===== config.mk =====
export PLATFORM = sky130hd
export DESIGN_NAME = edge_centroid_tracker
export DESIGN_NICKNAME = d
export VERILOG_FILES = /design/src/rtl/edge_centroid_tracker.sv
export SDC_FILE = /design/constraint.sdc
export NUM_CORES = 1
export LEC_CHECK = 0
export BUFFER_PORTS_ARGS = -buffer_cell sky130_fd_sc_hd__buf_2
export CORE_AREA = 2 2 132 134
export DETAILED_ROUTE_END_ITERATION = 8
export DIE_AREA = 0 0 134 136
export PLACE_DENSITY = 0.8
export SYNTH_ARGS = -nofsm -noshare
export SYNTH_HDL_FRONTEND = slang
export SYNTH_SLANG_ARGS = --single-unit

===== constraint.sdc =====
create_clock -name clk -period 6.8 [get_ports clk]
set_clock_uncertainty 0.15 [all_clocks]
set_input_delay 0.34 -clock clk [delete_from_list [all_inputs] [get_ports clk]]
set_output_delay 0.34 -clock clk [all_outputs]
set_load 0.03 [all_outputs]

===== src/rtl/edge_centroid_tracker.sv =====
// edge_centroid_tracker: horizontal centroid of thresholded edge pixels per frame.
// Raster-counts accepted pixels, accumulates column sum and edge count for the
// interior region, and at frame end hands a snapshot to a restoring divider that
// runs while the next frame accumulates.
// Optional feature: define CENTROID_SMOOTH_EN to report a rounded 3:1 IIR of the
// per-frame centroid (one extra cycle of latency).
module edge_centroid_tracker #(
  parameter int IMG_W  = 640,
  parameter int IMG_H  = 480,
  parameter int BORDER = 2,
  parameter int THRESH = 8,
  localparam int CW    = $clog2(IMG_W),
  localparam int NW    = $clog2(IMG_W * IMG_H + 1),
  localparam int SUM_W = $clog2((IMG_W - 1) * IMG_W * IMG_H + 1)
) (
  input  logic          clk,
  input  logic          rst,
  input  logic [3:0]    pixel_in,
  input  logic          in_ready,
  input  logic          in_sof,
  output logic [CW-1:0] centroid,
  output logic          centroid_valid,
  output logic          edge_found,
  output logic          busy
);

  localparam int RW   = (IMG_H > 1) ? $clog2(IMG_H) : 1;
  localparam int BC_W = $clog2(SUM_W + 1);

  typedef enum logic [1:0] {IDLE, DIVIDE, SMOOTH, REPORT} state_t;

  // Raster position and running accumulators
  logic [CW-1:0]    col_reg;
  logic [RW-1:0]    row_reg;
  logic [SUM_W-1:0] sum_reg;
  logic [NW-1:0]    cnt_reg;

  // Divider state
  state_t           state_reg;
  logic [SUM_W-1:0] dvd_reg;
  logic [NW-1:0]    dsr_reg;
  logic [NW-1:0]    rem_reg;
  logic [CW-2:0]    q_reg;
  logic [BC_W-1:0]  bit_cnt_reg;

  // Combinational pixel path
  logic [CW-1:0]    eff_col, col_next;
  logic [RW-1:0]    eff_row, row_next;
  int               col_i, row_i;
  logic             qualify, frame_end;
  logic [SUM_W-1:0] sum_tot;
  logic [NW-1:0]    cnt_tot;

  // Combinational division step
  logic [NW:0]      rem_shift, rem_diff;
  logic             q_bit;
  logic [NW-1:0]    rem_step;
  logic [CW-1:0]    q_next;

  // Position of the current pixel, edge qualification and end-of-frame totals
  always_comb begin
    eff_col   = in_sof ? '0 : col_reg;
    eff_row   = in_sof ? '0 : row_reg;
    col_i     = int'(eff_col);
    row_i     = int'(eff_row);
    qualify   = in_ready && (int'(pixel_in) >= THRESH) &&
                (col_i >= BORDER) && (col_i < IMG_W - BORDER) &&
                (row_i >= BORDER) && (row_i < IMG_H - BORDER);
    frame_end = in_ready && (eff_col == CW'(IMG_W - 1)) && (eff_row == RW'(IMG_H - 1));
    sum_tot   = (in_sof ? '0 : sum_reg) + (qualify ? {{(SUM_W - CW){1'b0}}, eff_col} : '0);
    cnt_tot   = (in_sof ? '0 : cnt_reg) + (qualify ? NW'(1) : '0);
    if (eff_col == CW'(IMG_W - 1)) begin
      col_next = '0;
      row_next = (eff_row == RW'(IMG_H - 1)) ? '0 : eff_row + RW'(1);
    end else begin
      col_next = eff_col + CW'(1);
      row_next = eff_row;
    end
  end

  // One restoring-division step; a clear borrow bit means the divisor fits
  always_comb begin
    rem_shift = {rem_reg, dvd_reg[SUM_W-1]};
    rem_diff  = rem_shift - {1'b0, dsr_reg};
    q_bit     = ~rem_diff[NW];
    rem_step  = q_bit ? rem_diff[NW-1:0] : rem_shift[NW-1:0];
    q_next    = {q_reg, q_bit};
  end

  // Raster counters and accumulators; cleared on the frame-end edge so the next frame has no gap
  always_ff @(posedge clk or posedge rst) begin
    if (rst) begin
      col_reg <= '0;
      row_reg <= '0;
      sum_reg <= '0;
      cnt_reg <= '0;
    end else if (in_ready) begin
      col_reg <= col_next;
      row_reg <= row_next;
      if (frame_end) begin
        sum_reg <= '0;
        cnt_reg <= '0;
      end else begin
        sum_reg <= sum_tot;
        cnt_reg <= cnt_tot;
      end
    end
  end

`ifdef CENTROID_SMOOTH_EN
  logic          primed_reg;
  logic [CW-1:0] q_raw_reg;
  logic [CW+2:0] smooth_sum;
  logic [CW-1:0] smooth_val;

  // Rounded 3:1 blend of the previous report with the new quotient
  always_comb begin
    smooth_sum = ({3'b000, centroid} << 1) + {3'b000, centroid} +
                 {3'b000, q_raw_reg} + (CW + 3)'(2);
    smooth_val = smooth_sum[CW+1:2];
  end
`endif

  // Divider/report FSM; a new frame end always wins and restarts with the newest snapshot
  always_ff @(posedge clk or posedge rst) begin
    if (rst) begin
      state_reg      <= IDLE;
      dvd_reg        <= '0;
      dsr_reg        <= '0;
      rem_reg        <= '0;
      q_reg          <= '0;
      bit_cnt_reg    <= '0;
      centroid       <= '0;
      centroid_valid <= 1'b0;
      edge_found     <= 1'b0;
      busy           <= 1'b0;
`ifdef CENTROID_SMOOTH_EN
      primed_reg     <= 1'b0;
      q_raw_reg      <= '0;
`endif
    end else begin
      centroid_valid <= 1'b0;
      if (frame_end) begin
        dvd_reg     <= sum_tot;
        dsr_reg     <= cnt_tot;
        rem_reg     <= '0;
        q_reg       <= '0;
        bit_cnt_reg <= BC_W'(SUM_W - 1);
        if (cnt_tot != '0) begin
          state_reg <= DIVIDE;
          busy      <= 1'b1;
        end else begin
          state_reg      <= REPORT;
          busy           <= 1'b0;
          centroid_valid <= 1'b1;
          edge_found     <= 1'b0;
        end
      end else begin
        case (state_reg)
          DIVIDE: begin
            dvd_reg     <= {dvd_reg[SUM_W-2:0], 1'b0};
            rem_reg     <= rem_step;
            q_reg       <= q_next[CW-2:0];
            bit_cnt_reg <= bit_cnt_reg - BC_W'(1);
            if (bit_cnt_reg == '0) begin
              busy <= 1'b0;
`ifdef CENTROID_SMOOTH_EN
              q_raw_reg <= q_next;
              state_reg <= SMOOTH;
`else
              centroid       <= q_next;
              edge_found     <= 1'b1;
              centroid_valid <= 1'b1;
              state_reg      <= REPORT;
`endif
            end
          end
          SMOOTH: begin
`ifdef CENTROID_SMOOTH_EN
            centroid   <= primed_reg ? smooth_val : q_raw_reg;
            primed_reg <= 1'b1;
`endif
            edge_found     <= 1'b1;
            centroid_valid <= 1'b1;
            state_reg      <= REPORT;
          end
          REPORT:  state_reg <= IDLE;
          default: state_reg <= IDLE;
        endcase
      end
    end
  end

endmodule


==> impl_metrics.py <==
metrics = {
    "pwr": {
        "p_int_uw": 1500,
        "ir_worst_vdd_mv": 0.184,
        "p_comb_share_pct": 3.7,
        "p_leak_uw": 0.00473,
        "p_per_area_nw_per_um2": 179,
        "pwr-share-seq_pct": 48.1,
        "power.switching_uw": 512,
        "power.share.switching_pct": 25.4,
        "finalPower_uw": 2020,
        "clkPwrFrac_pct": 48.2,
    },
    "sta": {
        "hold_viol": 0,
        "max_clock_freq_mhz": 211,
        "rsz0062_at_grt": "no",
        "slew_violations": 0,
        "relSlewSlack_pct": 31.7,
        "fin_crit_sh_pct": 69.6,
        "fin_setup_tns_ns": 0,
        "worst_slew_pin_slew_ns": 1.02,
        "setup_viol_count_final": 0,
        "period_minus_slack_ns": 4.74,
    },
    "floorplan": {
        "dieWidth_um": 134,
        "num_io_pins": 21,
        "row_count": 48,
        "dieArea_um2": 18200,
        "initial_core_util_pct": 61.9,
        "core_region_area_um2": 16900,
        "die_y_um": 136,
    },
    "drt": {
        "drc": 0,
        "vias": 8931,
        "first_pass_iters": 8,
        "wl_per_cell_um": 17.5,
        "drt_iter0_drc": 765,
        "viasPerCell": 6.35,
        "wirelength_um": 24600,
        "ant_nets": 0,
    },
    "place": {
        "dp.final_hpwl_um": 15600,
        "portBuffers": 17,
        "dpl.cell_count": 1374,
        "placed_cell_area_um2": 10700,
        "gp_congestion": 0.864,
    },
    "global_route": {
        "antenna_found_initial": 0,
        "grt_max_degree": 83,
        "gr-total-overflow": 0,
        "gr-usage-all-layers_pct": 27.9,
        "grt_first_pass_wirelength_um": 41100,
        "first_global_vias": 8355,
    },
    "synth": {
        "synth_cell_types": 83,
        "synthTopCellsByArea": "dfrtp_1 39%, ha_1 4.7%, nand2_1 4.6%, o21ai_0 4.5%, mux2i_1 3.3%",
        "yosysTopAreaCell": "dfrtp_1",
        "syn_nets": 1240,
        "synth_edf_count": 0,
        "yosysSeqAreaShare_pct": 38.6,
        "yosysWarnings": 0,
        "netlist_area_um2": 10400,
        "avgSynthCellArea_um2": 8.77,
        "ys_ff_latch": 161,
        "synth_cells": 1191,
        "async_reset_ff_share_pct": 100,
        "netlist_top_cells_count": "161 x dfrtp_1, 128 x nand2_1, 93 x o21ai_0",
        "ys.flop_type": "dfrtp_1",
        "netlist.area_leader.share_pct": 38.6,
        "synth_most_common_cell": "dfrtp_1",
    },
    "outcome": {
        "outcome": "completed",
    },
    "layout": {
        "syn2layout_area_growth_pct": 7.83,
        "drive_gt1_share_pct": 9.81,
        "n_antenna_cell": 0,
        "regArea_um2": 4030,
        "fin_area_um2": 11300,
        "multiInputGateArea_um2": 5920,
        "nNetsFinal": 1218,
        "layout.cells.non_filler": 1407,
        "fillers": 1336,
    },
    "cts": {
        "htreeDepth": 4,
        "clk_path_buf_depth": 2,
        "root_buffer": "clkbuf_16",
        "clock_latency_ns": 0.44,
        "cts_tree": "yes",
        "cts_setup_buffers": 0,
        "clkTransAtPathRegs_ns": 0.07,
        "cts_buffers": 17,
        "cts_hold_buf": 1,
        "clkSinkCount": 161,
        "ctsResizeCount": 0,
    },
    "critical_path": {
        "startpoint_type": "primary input",
        "required_ns": 6.99,
        "cp.arrival_ns": 4.92,
        "cp_max_fo": 36,
        "end_kind": "flop",
        "critical_path_class": "in -> reg",
    },
    "hold_path": {
        "hold_class": "reg -> reg",
    },
    "run": {
        "cap_violations": 0,
    },
}
## layer usage
layer  up-vias  part of all wire, %  global-route usage [%]
met2       308                   47                    45.6
met4         0                  1.8                    9.81
met1      4276                   44                    38.0
met5         -                    0                       0
li1       4302                    -                       -
met3        45                  6.2                    4.51
## final timing paths
kind                                    startpoint                       to  slack [ns]  cells after the start
max in group asynchronous                      rst  dvd_reg[17]$_DFFE_PP0N_        4.57                      4
min in group asynchronous                      rst  rem_reg[13]$_DFFE_PP0N_        0.41                      3
setup reg to reg            col_reg[1]$_DFFE_PP0P_  sum_reg[24]$_DFFE_PP0P_        2.37                     18
hold / removal             dsr_reg[16]$_DFFE_PP0P_  dsr_reg[16]$_DFFE_PP0P_        0.33                      2
setup / recovery                            in_sof  sum_reg[24]$_DFFE_PP0P_        2.06                     21
hold reg to reg            dsr_reg[16]$_DFFE_PP0P_  dsr_reg[16]$_DFFE_PP0P_        0.33                      2
## power by group through the flow
stage	registers, uW	logic, uW	clock network, uW
2_1_floorplan	986	53.9	0
3_3_place_gp	987	73.3	0
3_5_place_dp	987	74.7	0
4_1_cts	969	75.1	988
5_1_grt	969	84.4	1020
6_report	969	74.6	972
## metrics by stage
step | worst slack [ns] | hold WS (ns) | util, %
after CTS | 2.15 | 0.314 | 66.7
after global routing | 1.72 | 0.354 | 66.7
after global placement | 1.75 | 0.306 | 63.2
final | 2.06 | 0.332 | 66.7
after floorplan | 1.79 | 0.293 | -
after detailed placement | 1.65 | 0.317 | 63.2
## placed cells by master (no fill, tap or decap), types with 15 or more instances in the layout
master	count
xor2_1	20
ha_1	38
a21oi_1	60
and3_1	28
clkbuf_16	17
a211oi_1	23
nand2_1	128
nor3_1	30
nor2_1	72
buf_2	17
o21ai_0	93
o31ai_1	15
dfrtp_1	161
inv_1	61
xnor2_1	29
mux2_2	17
nor4_1	18
nand3_1	38
nor2b_1	29
mux2i_1	34
nand4_1	17
## cells by family after synthesis
| kind of cell | count (synthesis) | synth area share (%) |
|---|---|---|
| buffers and inverters | 135 | 5.02 |
| adder cells (fa/ha/maj) | 41 | 5.06 |
| flip-flops | 161 | 38.6 |
| AO/OA/AOI/OAI | 315 | 19.8 |
| multiplexers | 52 | 5.20 |
| AND/OR/NAND/NOR | 437 | 22.0 |
| XOR/XNOR | 50 | 4.37 |
## worst max-delay path, stage by stage
cell,delay (ns)
buf_2,0.53
inv_1,0.08
buf_4,0.27
nand2_1,0.16
ha_1,0.19
nor4_1,0.06
nand2_1,0.06
o21ai_0,0.09
a2111oi_1,0.42
buf_4,0.25
and2_1,0.15
ha_1,0.16
inv_1,0.06
fa_1,0.40
nor2b_1,0.11
o21ai_0,0.10
a21oi_1,0.19
o21a_1,0.24
o31a_1,0.58
nand2_1,0.15
o311ai_1,0.30
## area by class of cell
| class | instances | area share [%] |
|---|---|---|
| Clock buffer | 17 | 3.78 |
| Clock inverter | 15 | 1.47 |
| Inverter | 62 | 2.11 |
| Multi-Input combinational cell | 895 | 52.6 |
| Sequential cell | 161 | 35.8 |
| Tap cell | 225 | 2.50 |
| Timing Repair Buffer | 32 | 1.78 |
(Power assumes the default switching activity.)
